[config.mk]
export PLATFORM = sky130hd
export DESIGN_NAME = fft_stage_sequencer_flat
export DESIGN_NICKNAME = d
export VERILOG_FILES = /design/src/rtl/fft_stage_sequencer_if.sv /design/src/rtl/fft_stage_sequencer.sv /design/src/flat_wrapper.sv
export SDC_FILE = /design/constraint.sdc
export NUM_CORES = 1
export LEC_CHECK = 0
export BUFFER_PORTS_ARGS = -buffer_cell sky130_fd_sc_hd__buf_2
export CORE_MARGIN = 10
export CORE_UTILIZATION = 59
export DETAILED_ROUTE_END_ITERATION = 12
export PLACE_DENSITY = 0.81
export SLEW_MARGIN = 5
export SYNTH_ARGS = -nofsm -noshare
export SYNTH_HDL_FRONTEND = slang
export SYNTH_SLANG_ARGS = --single-unit
[constraint.sdc]
create_clock -name clk -period 5.9 [get_ports clk]
set_input_delay 0.59 -clock clk [delete_from_list [all_inputs] [get_ports clk]]
set_output_delay 0.59 -clock clk [all_outputs]
set_load 0.005 [all_outputs]
[src/rtl/fft_stage_sequencer_if.sv]
// fft_stage_sequencer_if: issue bus from the stage sequencer to the butterfly datapath.
// master = sequencer (drives the issue), slave = datapath read side.
interface fft_stage_sequencer_if;
    logic       o_valid;
    logic [7:0] o_addr1;
    logic [7:0] o_addr2;
    logic [9:0] o_stride;
    logic [8:0] o_twiddle_offset1;
    logic [8:0] o_twiddle_offset2;
    logic [8:0] o_twiddle_offset3;
    logic [8:0] o_twiddle_offset4;
    logic [3:0] o_stage;

    modport master (
        output o_valid, o_addr1, o_addr2, o_stride,
        output o_twiddle_offset1, o_twiddle_offset2, o_twiddle_offset3, o_twiddle_offset4,
        output o_stage
    );
    modport slave (
        input o_valid, o_addr1, o_addr2, o_stride,
        input o_twiddle_offset1, o_twiddle_offset2, o_twiddle_offset3, o_twiddle_offset4,
        input o_stage
    );
endinterface

[src/rtl/fft_stage_sequencer.sv]
// fft_stage_sequencer: issue-side controller for the 1024-point in-place radix-2 FFT.
// Walks 10 stages x 128 word-pair issues, waits for every write-back of a stage
// before starting the next one, and flags unexpected write-backs.
// Optional feature macro: FFT_SEQ_INVERSE_EN (adds i_inverse, conjugate twiddles).
module fft_stage_sequencer #(
    parameter int NUM_STAGES       = 10,
    parameter int ISSUES_PER_STAGE = 128
) (
    input  logic clk,
    input  logic i_rst_n,
    input  logic i_start,
    input  logic i_stall,
    input  logic i_wb_valid,
`ifdef FFT_SEQ_INVERSE_EN
    input  logic i_inverse,
`endif
    fft_stage_sequencer_if.master issue,
    output logic o_busy,
    output logic o_done,
    output logic o_err
);
    localparam logic [6:0] J_LAST  = 7'(ISSUES_PER_STAGE - 1);
    localparam logic [7:0] WB_FULL = 8'(ISSUES_PER_STAGE);
    localparam logic [3:0] S_LAST  = 4'(NUM_STAGES - 1);

    typedef enum logic [1:0] {IDLE, ISSUE, DRAIN, DONE} state_t;

    state_t          state_q;
    logic [6:0]      j_q;
    logic [3:0]      s_q;
    logic [7:0]      wb_q;
    logic            bubble_q;   // one idle ISSUE cycle after a stage turnaround
`ifdef FFT_SEQ_INVERSE_EN
    logic            inv_q;
`endif
    logic            valid_q, busy_q, done_q, err_q;
    logic [7:0]      addr1_q, addr2_q;
    logic [9:0]      stride_q;
    logic [3:0][8:0] tw_q;

    logic [3:0]      sh_d;
    logic [7:0]      span_d, addr1_d, addr2_d;
    logic [9:0]      stride_d;
    logic [3:0][9:0] p_d;
    logic [3:0][8:0] tw_d;
    logic            wb_hit;

    // Address, stride and twiddle offsets for issue j_q of stage s_q
    always_comb begin
        sh_d     = s_q - 4'd2;
        span_d   = 8'd1 << sh_d;
        stride_d = 10'd1 << s_q;
        if (s_q <= 4'd2) begin
            addr1_d = {j_q, 1'b0};
            addr2_d = {j_q, 1'b1};
        end else begin
            addr1_d = (({1'b0, j_q} >> sh_d) << (sh_d + 4'd1)) | ({1'b0, j_q} & (span_d - 8'd1));
            addr2_d = addr1_d + span_d;
        end
        p_d  = '0;
        tw_d = '0;
        for (int b = 0; b < 4; b++) begin
            // Early stages pack several butterflies into one word pair
            case (s_q)
                4'd0:    p_d[b] = {addr1_d, 2'b00} + 10'(2 * b);
                4'd1:    p_d[b] = {addr1_d, 2'b00} + 10'((b % 2) + 4 * (b / 2));
                default: p_d[b] = {addr1_d, 2'b00} + 10'(b);
            endcase
            tw_d[b] = 9'((p_d[b] & (stride_d - 10'd1)) << (4'd9 - s_q));
`ifdef FFT_SEQ_INVERSE_EN
            if (inv_q) tw_d[b] = 9'd0 - tw_d[b];
`endif
        end
    end

    // The stage is drained once 128 write-backs are in, counting this cycle's
    assign wb_hit = (wb_q == WB_FULL) || (i_wb_valid && (wb_q == WB_FULL - 8'd1));

    // Control FSM with registered issue outputs and write-back accounting
    always_ff @(posedge clk or negedge i_rst_n) begin
        if (!i_rst_n) begin
            state_q  <= IDLE;
            j_q      <= '0;
            s_q      <= '0;
            wb_q     <= '0;
            bubble_q <= 1'b0;
`ifdef FFT_SEQ_INVERSE_EN
            inv_q    <= 1'b0;
`endif
            valid_q  <= 1'b0;
            busy_q   <= 1'b0;
            done_q   <= 1'b0;
            err_q    <= 1'b0;
            addr1_q  <= '0;
            addr2_q  <= '0;
            stride_q <= '0;
            tw_q     <= '0;
        end else begin
            valid_q <= 1'b0;
            done_q  <= 1'b0;
            if (i_wb_valid) begin
                if ((state_q == ISSUE || state_q == DRAIN) && wb_q != WB_FULL) wb_q <= wb_q + 8'd1;
                else err_q <= 1'b1;
            end
            case (state_q)
                IDLE: if (i_start) begin
                    j_q      <= '0;
                    s_q      <= '0;
                    wb_q     <= '0;
                    bubble_q <= 1'b0;
`ifdef FFT_SEQ_INVERSE_EN
                    inv_q    <= i_inverse;
`endif
                    busy_q   <= 1'b1;
                    state_q  <= ISSUE;
                end
                ISSUE: begin
                    if (bubble_q) begin
                        bubble_q <= 1'b0;
                    end else if (!i_stall) begin
                        valid_q  <= 1'b1;
                        addr1_q  <= addr1_d;
                        addr2_q  <= addr2_d;
                        stride_q <= stride_d;
                        tw_q     <= tw_d;
                        j_q      <= j_q + 7'd1;
                        if (j_q == J_LAST) state_q <= DRAIN;
                    end
                end
                DRAIN: if (wb_hit) begin
                    if (s_q == S_LAST) begin
                        state_q <= DONE;
                    end else begin
                        s_q      <= s_q + 4'd1;
                        j_q      <= '0;
                        wb_q     <= '0;
                        bubble_q <= 1'b1;
                        state_q  <= ISSUE;
                    end
                end
                DONE: begin
                    done_q  <= 1'b1;
                    busy_q  <= 1'b0;
                    state_q <= IDLE;
                end
                default: state_q <= IDLE;
            endcase
        end
    end

    assign issue.o_valid           = valid_q;
    assign issue.o_addr1           = addr1_q;
    assign issue.o_addr2           = addr2_q;
    assign issue.o_stride          = stride_q;
    assign issue.o_twiddle_offset1 = tw_q[0];
    assign issue.o_twiddle_offset2 = tw_q[1];
    assign issue.o_twiddle_offset3 = tw_q[2];
    assign issue.o_twiddle_offset4 = tw_q[3];
    assign issue.o_stage           = s_q;
    assign o_busy                  = busy_q;
    assign o_done                  = done_q;
    assign o_err                   = err_q;
endmodule

[src/flat_wrapper.sv]
// flat-port wrapper written by rule: the top's interface ports become plain ports
module fft_stage_sequencer_flat 
#(
    parameter int NUM_STAGES       = 10,
    parameter int ISSUES_PER_STAGE = 128
)
  (clk, i_rst_n, i_start, i_stall, i_wb_valid, o_busy, o_done, o_err, issue_o_valid, issue_o_addr1, issue_o_addr2, issue_o_stride, issue_o_twiddle_offset1, issue_o_twiddle_offset2, issue_o_twiddle_offset3, issue_o_twiddle_offset4, issue_o_stage);
  fft_stage_sequencer_if issue_i ();
  input  logic clk;
  input  logic i_rst_n;
  input  logic i_start;
  input  logic i_stall;
  input  logic i_wb_valid;
  output logic o_busy;
  output logic o_done;
  output logic o_err;
  output wire logic [$bits(issue_i.o_valid)-1:0] issue_o_valid;
  output wire logic [$bits(issue_i.o_addr1)-1:0] issue_o_addr1;
  output wire logic [$bits(issue_i.o_addr2)-1:0] issue_o_addr2;
  output wire logic [$bits(issue_i.o_stride)-1:0] issue_o_stride;
  output wire logic [$bits(issue_i.o_twiddle_offset1)-1:0] issue_o_twiddle_offset1;
  output wire logic [$bits(issue_i.o_twiddle_offset2)-1:0] issue_o_twiddle_offset2;
  output wire logic [$bits(issue_i.o_twiddle_offset3)-1:0] issue_o_twiddle_offset3;
  output wire logic [$bits(issue_i.o_twiddle_offset4)-1:0] issue_o_twiddle_offset4;
  output wire logic [$bits(issue_i.o_stage)-1:0] issue_o_stage;
  assign issue_o_valid = issue_i.o_valid;
  assign issue_o_addr1 = issue_i.o_addr1;
  assign issue_o_addr2 = issue_i.o_addr2;
  assign issue_o_stride = issue_i.o_stride;
  assign issue_o_twiddle_offset1 = issue_i.o_twiddle_offset1;
  assign issue_o_twiddle_offset2 = issue_i.o_twiddle_offset2;
  assign issue_o_twiddle_offset3 = issue_i.o_twiddle_offset3;
  assign issue_o_twiddle_offset4 = issue_i.o_twiddle_offset4;
  assign issue_o_stage = issue_i.o_stage;
  fft_stage_sequencer #(.NUM_STAGES(NUM_STAGES), .ISSUES_PER_STAGE(ISSUES_PER_STAGE)) u_core (.clk(clk), .i_rst_n(i_rst_n), .i_start(i_start), .i_stall(i_stall), .i_wb_valid(i_wb_valid), .issue(issue_i), .o_busy(o_busy), .o_done(o_done), .o_err(o_err));
endmodule
==> flow_summary.ini, run 1 <==
[cts]
clk_path_buf_depth = 2
cts-buffers-inserted = 9
cts_tree = done
clock-sinks = 85
clk_latency_ns = 0.39
hold_buffers = 0
ctsResizeCount = 0
cts-root-buf = clkbuf_8
cts_setup_buffers = 0
path_clk_slew_ns = 0.11
htreeDepth = 3

[pwr]
p_per_area_nw_per_um2 = 552
p_total_mw = 3.61
power.share.switching_pct = 51.7
cellInternalPower_mw = 1.75
max-vdd-ir-drop_v = 0.000388
p_clk_share_pct = 13.6
sequentialPowerShare_pct = 25.1
combPwrFrac_pct = 61.3
p_sw_mw = 1.87
p_leak_nw = 3.10

[die]
die_area_um2 = 14600
die_w_um = 121
initial_utilization_pct = 60.9
io_pins = 75
num_rows = 36
core_um2 = 9820
fp.dieH_um = 121

[worst_hold_path]
min_path_type = input port to async pin

[synthesis]
ys_ff_latch = 85
synth-warning-count = 0
synth_seq_area_share_pct = 35.6
synth_edf_count = 0
syn-instance-count = 717
yosysTopAreaCell = dfrtp_1
synth-async-reset-ratio_pct = 100
ys_top_cells_by_area = dfrtp_1 36%, nand2_1 6.5%, ha_1 5.7%
synth.distinct_cells = 84
synth_top_area_share_pct = 35.6
synth_flop_cell = dfrtp_1
netlist_area_um2 = 5980
syn_area_per_cell_um2 = 8.34

[job]
drv_cap = 0

[route]
drt-met1-wl_mm = 7.49
ant_nets = 0
dr.pass1.iters = 6
first_iter_violations = 676
wl_per_cell_um = 19.9
dr_wl_met3_mm = 1.82
num_vias = 5734
drc = 0
met2_wirelength_mm = 7.95
routed_via_density = 6.41
wirelength_mm = 17.7
maxUsedRoutingLayer = met4

[critical_path]
critPathSlowestCell = dfrtp_1
cp_max_fo = 23
cp_slowest_stage_delay_ns = 0.63
crit_required_ns = 6.19
cp_top_family = compound AO/OA/AOI/OAI gates
path_buf_inv = 1
critPathArrivalTime_ns = 5.20
crit_type = register to register
worstSetupEndpointType = register
worstPathCellList = inv_1 > ha_1 > xnor2_4 > nand3_1 > ha_1 > nor2b_1 > nor3_1 > o2bb2ai_1 > nor2_2 > ha_1 > a21o_1 > a21oi_1 > o21bai_1 > a21oi_1 > o21bai_1 > a21oi_1 > xor2_1 > xnor2_1 > o31ai_1
cp-start-kind = register

[timing]
finClkSkew_ns = 0.0260
period_needed_ns = 4.91
tightest_slew_ns = 1.05
hold_violations = 0
hold-worst-slack_ns = 0.345
slew_viol_final = 0
max_freq_mhz = 204
setup_viol_count_final = 0
tns_ns = 0
timing.final.crit_share_pct = 83.2
slew_headroom_pct = 30.2
rsz0062_at_grt = no

[grt]
grt_max_degree = 86
track_usage_pct = 24.2
grt_overflow_total = 0
antenna_found_initial = 0
grt_pass1_vias = 5432
grt_pass1_wl_mm = 28.9

[place]
port_buffers = 71
gp_congestion = 0.960
dp_hpwl_mm = 12.7

[finish]
fillCellCount = 866
area_growth_pct = 9.42
multiInputGateArea_um2 = 3490
utilization_pct = 66.6
layout.cells.most_common = nand2_1
mostFrequentLayoutCells = 102 x nand2_1, 85 x dfrtp_1, 70 x buf_2
final_layout_size_suffix_gt1_share_pct = 16.6
antennaDiodeCount = 0
nets = 789
seq_area_um2 = 2130

[run_status]
status = completed
==> metrics by stage <==
stage,setup WS (ns),cell area [µm²],cells
final,0.992,6540,894
after global placement,1.30,6310,878
after CTS,1.06,6540,894
after detailed placement,1.11,6310,878
after global routing,0.549,6540,894
after floorplan,0.951,5980,719
==> path summary, 6_finish.rpt <==
| kind | start | end | slack, ns | depth (start not counted) |
|---|---|---|---|---|
| worst max-delay path | u_core.issue.o_stage[2]$_DFFE_PN0P_ | u_core.issue.o_addr2[7]$_DFFE_PN0P_ | 0.99 | 19 |
| worst min-delay path | i_rst_n | u_core.issue.o_addr1[7]$_DFFE_PN0P_ | 0.34 | 1 |
| worst max register to register | u_core.issue.o_stage[2]$_DFFE_PN0P_ | u_core.issue.o_addr2[7]$_DFFE_PN0P_ | 0.99 | 19 |
| worst min register to register | u_core.o_err$_DFFE_PN0P_ | u_core.o_err$_DFFE_PN0P_ | 0.46 | 1 |
| max in group asynchronous | i_rst_n | u_core.issue.o_stage[0]$_DFFE_PN0P_ | 4.84 | 1 |
| min in group clk | i_wb_valid | u_core.o_err$_DFFE_PN0P_ | 0.43 | 2 |
==> cells in the mapped netlist (all sizes together) (13+ instances only) <==
library cell,n
a21oi,44
buf,21
clkbuf,32
dfrtp,85
ha,27
inv,31
mux2i,13
nand2,103
nand3,28
nor2,64
nor3,18
o21ai,49
xnor2,16
==> flip-flops by register name, indices dropped and copies added (netlist names) <==
register                        flops
u_core.o_err                        1
u_core.issue.o_twiddle_offset3      8
u_core.issue.o_twiddle_offset4      9
u_core.issue.o_valid                1
u_core.state_q                      2
u_core.issue.o_twiddle_offset1      7
u_core.j_q                          7
u_core.wb_q                         8
u_core.issue.o_addr1                8
u_core.issue.o_stage                4
u_core.bubble_q                     1
u_core.issue.o_addr2                8
u_core.issue.o_stride              10
u_core.o_done                       1
u_core.issue.o_twiddle_offset2      9
u_core.o_busy                       1
==> logic make-up (layout without fill, tap and decap cells) <==
family / after synthesis / in the layout / synth area share [%]
mux: 20 / 20 / 3.50
buf+inv: 84 / 126 / 6.26
flops: 85 / 85 / 35.6
simple gates: 269 / 269 / 21.1
fa+ha+maj: 28 / 28 / 5.99
compound gates: 204 / 204 / 23.2
other cells: 1 / 3 / 0.0627
xor+xnor: 26 / 26 / 4.25
==> layout make-up <==
type                            count  share of cell area [%]
Tap cell                          133                    2.54
Multi-Input combinational cell    550                    53.3
Clock inverter                      7                    1.57
Timing Repair Buffer               79                    6.39
Inverter                           31                    1.78
Sequential cell                    85                    32.5
Clock buffer                        9                    1.89
==> worst register-to-register path, stage by stage, from the launching register on <==
cell and delay (ns):
dfrtp_1 0.63, inv_1 0.25, ha_1 0.40, xnor2_4 0.58, nand3_1 0.20, ha_1 0.33
nor2b_1 0.19, nor3_1 0.07, o2bb2ai_1 0.17, nor2_2 0.28, ha_1 0.30, a21o_1 0.17
a21oi_1 0.22, o21bai_1 0.09, a21oi_1 0.22, o21bai_1 0.10, a21oi_1 0.17, xor2_1 0.19
xnor2_1 0.08, o31ai_1 0.19
==> power by group through the flow <==
stage	clock [mW]	sequential [mW]	combinational [mW]
after global routing	0.518	0.933	2.41
after global placement	0	0.903	2.13
after CTS	0.492	0.904	2.16
final	0.493	0.906	2.21
after detailed placement	0	0.915	2.15
after floorplan	0	0.900	1.55
==> metal layers <==
| layer | GRT usage, % | vias up |
|---|---|---|
| met5 | 0 | - |
| met4 | 8.82 | 0 |
| met3 | 5.91 | 52 |
| met2 | 36.9 | 305 |
| met1 | 32.5 | 2737 |
| li1 | - | 2640 |
Note: power is estimated with default switching activity, not from simulation.
==> run 2: changes to the inputs <==
- clock period: 5.9 -> 4.6 ns (I/O delays scaled with it)
==> run 2 against run 1 <==
Against the previous run: register-to-register slack got worse by 0.81 ns; highest routed layer unchanged; non-clock buffer count increased by 8; total power increased by 30%; first-iteration DRC count increased by 14%; die area unchanged; via count increased by 1.6%.
==> flow_summary.ini, run 2 (synthesized netlist as in run 1, its figures left out) <==
[timing]
hold-worst-slack_ns = 0.235
finClkSkew_ns = 0.0247
tns_ns = 0
rsz0062_at_grt = no
period_needed_ns = 4.41
timing.final.crit_share_pct = 96.0
slew_headroom_pct = 28.4
setup_viol_count_final = 0
slew_viol_final = 0
hold_violations = 0
max_freq_mhz = 227
tightest_slew_ns = 1.07

[route]
dr.pass1.iters = 5
wl_per_cell_um = 19.7
wirelength_mm = 17.8
routed_via_density = 6.45
num_vias = 5828
drc = 0
ant_nets = 0
first_iter_violations = 772

[critical_path]
crit_required_ns = 4.89
crit_type = register to register
cp_max_fo = 15
cp-start-kind = register
r2r-start = u_core.issue.o_stage[0]$_DFFE_PN0P_
rr_worst_depth = 15
rrSetupSlack_ns = 0.19
critPathArrivalTime_ns = 4.70
r2r-end = u_core.issue.o_twiddle_offset4[8]$_DFFE_PN0P_
worstSetupEndpointType = register

[grt]
grt_max_degree = 86
grt_overflow_total = 0
grt_pass1_wl_mm = 29.1
grt_pass1_vias = 5537
track_usage_pct = 24.2
antenna_found_initial = 0

[job]
drv_cap = 0

[cts]
htreeDepth = 3
clk_latency_ns = 0.39
clk_path_buf_depth = 2
hold_buffers = 0
path_clk_slew_ns = 0.11
cts-buffers-inserted = 9
cts_tree = done
clock-sinks = 85
cts-root-buf = clkbuf_8

[die]
initial_utilization_pct = 60.9
num_rows = 36
io_pins = 75
die_area_um2 = 14600
die_w_um = 121
fp.dieH_um = 121
core_um2 = 9820

[pwr]
p_leak_nw = 3.14
p_per_area_nw_per_um2 = 709
max-vdd-ir-drop_v = 0.000527

[finish]
antennaDiodeCount = 0
layout.cells.most_common = nand2_1
final_layout_size_suffix_gt1_share_pct = 18.2
area_growth_pct = 11.1
mostFrequentLayoutCells = 102 x nand2_1, 84 x dfrtp_1, 70 x buf_2
nets = 798
largest_reg_flops = 10

[place]
dp_hpwl_mm = 12.8
port_buffers = 71
gp_congestion = 0.987

[run_status]
status = completed

[worst_hold_path]
min_path_type = input port to async pin
## run 2: cell types whose count changed in the layout (fill, tap and decap cells not counted), sizes merged
cell      change
clkinvlp      +1
inv           -1
clkinv        -1
clkbuf        +2
buf           +8
xnor2         +1
bufinv        -1
## run 2: what timing repair did
item	CTS	global route
buffers inserted	0	0
setup endpoints to repair	0	6
gates resized for setup	0	4
## run 2: metal layers
metal  part of all wire [%]  GRT usage [%]
met1                     42           32.0
met2                     45           37.4
met3                    9.7           6.19
met4                    2.9           9.20
met5                      0              0
## run 2: report_power, final
group / switching [mW] / internal, mW
Clock: 0.314 / 0.288
Combinational: 1.93 / 1.02
Sequential: 0.170 / 0.984
## run 2: worst max-delay path by stage
stage                                         from                                       endpoint  slack [ns]  cells past startpoint
2_1_floorplan  u_core.issue.o_stage[1]$_DFFE_PN0P_            u_core.issue.o_addr2[7]$_DFFE_PN0P_        0.04                     24
3_3_place_gp   u_core.issue.o_stage[2]$_DFFE_PN0P_            u_core.issue.o_addr2[7]$_DFFE_PN0P_        0.36                     19
3_5_place_dp   u_core.issue.o_stage[2]$_DFFE_PN0P_            u_core.issue.o_addr2[7]$_DFFE_PN0P_        0.13                     19
4_1_cts        u_core.issue.o_stage[2]$_DFFE_PN0P_            u_core.issue.o_addr2[7]$_DFFE_PN0P_        0.09                     19
5_1_grt        u_core.issue.o_stage[2]$_DFFE_PN0P_            u_core.issue.o_addr2[7]$_DFFE_PN0P_        0.01                     19
6_report       u_core.issue.o_stage[0]$_DFFE_PN0P_  u_core.issue.o_twiddle_offset4[8]$_DFFE_PN0P_        0.19                     15
## run 2: worst max-delay path, stage by stage, from the launching register on
cell and delay, ns:
dfrtp_1 0.53, inv_2 0.33, ha_1 0.54, inv_1 0.27, nor2_1 0.42, inv_1 0.24, ha_1 0.27, inv_1 0.09
o311ai_0 0.13, a31oi_1 0.35, nand2_1 0.12, nor2_1 0.13, a21boi_1 0.22, nor4b_1 0.08, a311o_1 0.36, a221oi_2 0.24
## run 2: final cells by class
class / count / area, µm²
Clock buffer: 11 / 151
Clock inverter: 5 / 66.3
Fill cell: 848 / 3180
Multi-Input combinational cell: 551 / 3530
Inverter: 31 / 116
Tap cell: 133 / 166
Timing Repair Buffer: 87 / 478
Sequential cell: 85 / 2130
## run 2: through the flow
stage / cell area [µm²] / util, % / setup WS, ns / power, mW / std cells
global placement: 6390 / 65.0 / 0.361 / 3.93 / 886
floorplan: 6000 / - / 0.0401 / 3.15 / 719
CTS: 6610 / 67.3 / 0.0855 / 4.60 / 902
finish: 6640 / 67.6 / 0.185 / 4.71 / 903
global route: 6640 / 67.6 / 0.0111 / 5.03 / 903
detailed placement: 6390 / 65.0 / 0.135 / 3.99 / 886
==> run 3: changes to the inputs <==
- CORE_MARGIN: 10 -> 2
- PLACE_DENSITY: 0.81 -> 0.9
==> run 3 against run 2 <==
Against the previous run: final cell count rose by 0.33%; total power fell by 0.80%; combinational power barely moved; setup slack better by 0.11 ns; register-to-register slack improved by 0.11 ns; routed wire length shrank 2.9%; via count rose by 1.5%; utilization shrank 0.076 points; global-route usage is 7.6 points higher.
==> flow_summary.ini, run 3 (synthesized netlist as in run 1, its figures left out) <==
[finish]
final_layout_size_suffix_gt1_share_pct = 18.2
layout.cells.most_common = nand2_1
largest_reg_flops = 10
area_growth_pct = 10.9
mostFrequentLayoutCells = 102 x nand2_1, 84 x dfrtp_1, 70 x buf_2
nets = 801
antennaDiodeCount = 0
final_cell_area_um2 = 6630
fillCellCount = 810

[route]
ant_nets = 0
wl_per_cell_um = 19.1
num_vias = 5917
dr.pass1.iters = 7
drc = 0
routed_via_density = 6.53
wirelength_mm = 17.3
first_iter_violations = 735

[grt]
grt_pass1_vias = 5514
antenna_found_initial = 0
grt_pass1_wl_mm = 28.1
track_usage_pct = 31.9
grt_overflow_total = 0
grt_max_degree = 65

[cts]
clock-sinks = 85
hold_buffers = 0
htreeDepth = 3
cts-buffers-inserted = 9
cts_tree = done
ctsResizeCount = 0
cts_setup_buffers = 0
cts-root-buf = clkbuf_8
path_clk_slew_ns = 0.10
clk_path_buf_depth = 2
clk_latency_ns = 0.38

[timing]
hold_violations = 0
finClkSkew_ns = 0.0192
timing.final.crit_share_pct = 93.6
max_freq_mhz = 232
period_needed_ns = 4.31
slew_headroom_pct = 46.1
slew_viol_final = 0
tns_ns = 0
tightest_slew_ns = 0.808
setup_viol_count_final = 0
rsz0062_at_grt = no

[die]
die_w_um = 105
initial_utilization_pct = 60.9
fp.dieH_um = 105
die_area_um2 = 11000
core_um2 = 9820
io_pins = 75
num_rows = 36

[place]
dp_hpwl_mm = 12.4
port_buffers = 71
gp_congestion = 1.04
placed_area_um2 = 6410

[pwr]
combPwrFrac_pct = 63.4
power.share.switching_pct = 51.6
p_leak_nw = 3.15
max-vdd-ir-drop_v = 0.000501
p_sw_mw = 2.41
p_clk_share_pct = 12.0
sequentialPowerShare_pct = 24.6
p_per_area_nw_per_um2 = 704
cellInternalPower_mw = 2.26

[critical_path]
cp_slowest_stage_delay_ns = 0.46
worstSetupEndpointType = register
crit_required_ns = 4.88
worstPathCellList = inv_2 > buf_4 > ha_4 > inv_2 > ha_1 > a21oi_1 > and3_1 > o2bb2ai_1 > nor2_2 > ha_1 > a21o_1 > a21oi_1 > o21bai_1 > a21oi_1 > o21bai_1 > a21oi_1 > xor2_1 > xnor2_1 > o31ai_1
cp-start-kind = register
cp_common_cell = a21oi_1
critPathArrivalTime_ns = 4.58
path_buf_inv = 3
critPathSlowestCell = ha_4
crit_type = register to register
cp_top_family = compound AO/OA/AOI/OAI gates
cp_max_fo = 25

[worst_hold_path]
min_path_type = input port to async pin

[run_status]
status = completed

[job]
drv_cap = 0
## run 3: cell count changes in the layout (fill, tap and decap cells not counted), sizes merged
cell / change
buf: +3
clkinv: +1
clkbuf: -1
## run 3: metal layers
| layer | vias up | GRT usage, % | share of wire [%] |
|---|---|---|---|
| li1 | 2663 | - | - |
| met1 | 2826 | 45.0 | 42 |
| met2 | 372 | 49.0 | 45 |
| met3 | 56 | 6.24 | 11 |
| met4 | 0 | 11.2 | 2.9 |
| met5 | - | 0 | 0 |
## run 3: path summary, 6_finish.rpt
path / to / cells past startpoint / slack, ns / start
setup / recovery: u_core.issue.o_addr2[7]$_DFFE_PN0P_ / 19 / 0.29 / u_core.issue.o_stage[1]$_DFFE_PN0P_
hold / removal: u_core.issue.o_addr1[7]$_DFFE_PN0P_ / 1 / 0.15 / i_rst_n
setup reg to reg: u_core.issue.o_addr2[7]$_DFFE_PN0P_ / 19 / 0.29 / u_core.issue.o_stage[1]$_DFFE_PN0P_
hold reg to reg: u_core.issue.o_stride[8]$_DFFE_PN0P_ / 2 / 0.47 / u_core.issue.o_stride[8]$_DFFE_PN0P_
max in group asynchronous: u_core.bubble_q$_DFFE_PN0P_ / 2 / 3.61 / i_rst_n
min in group clk: u_core.o_err$_DFFE_PN0P_ / 2 / 0.31 / i_wb_valid
## run 3: final cells by class
cell class | instances | area (µm²) | area share, %
tap | 133 | 166 | 2.51
sequential | 85 | 2130 | 32.1
clock inverter | 6 | 68.8 | 1.04
multi-input combinational | 551 | 3520 | 53.1
inverter | 31 | 116 | 1.76
timing repair buffer | 90 | 500 | 7.55
clock buffer | 10 | 128 | 1.92
## run 3: stage by stage
step / setup slack [ns] / util [%] / cells / power [mW] / hold WS (ns)
3_3_place_gp: 0.382 / 65.3 / 889 / 3.91 / 0.438
2_1_floorplan: 0.0401 / - / 719 / 3.15 / 0.164
4_1_cts: 0.151 / 67.3 / 905 / 4.55 / 0.204
5_1_grt: 0.0136 / 67.5 / 906 / 4.97 / 0.238
3_5_place_dp: 0.185 / 65.3 / 889 / 3.99 / 0.447
6_report: 0.293 / 67.5 / 906 / 4.67 / 0.155
## run 3: power groups by stage
stage	combinational (mW)	sequential, mW	clock (mW)
2_1_floorplan	2.00	1.15	0
3_3_place_gp	2.77	1.14	0
3_5_place_dp	2.83	1.15	0
4_1_cts	2.85	1.14	0.566
5_1_grt	3.21	1.17	0.589
6_report	2.96	1.15	0.559
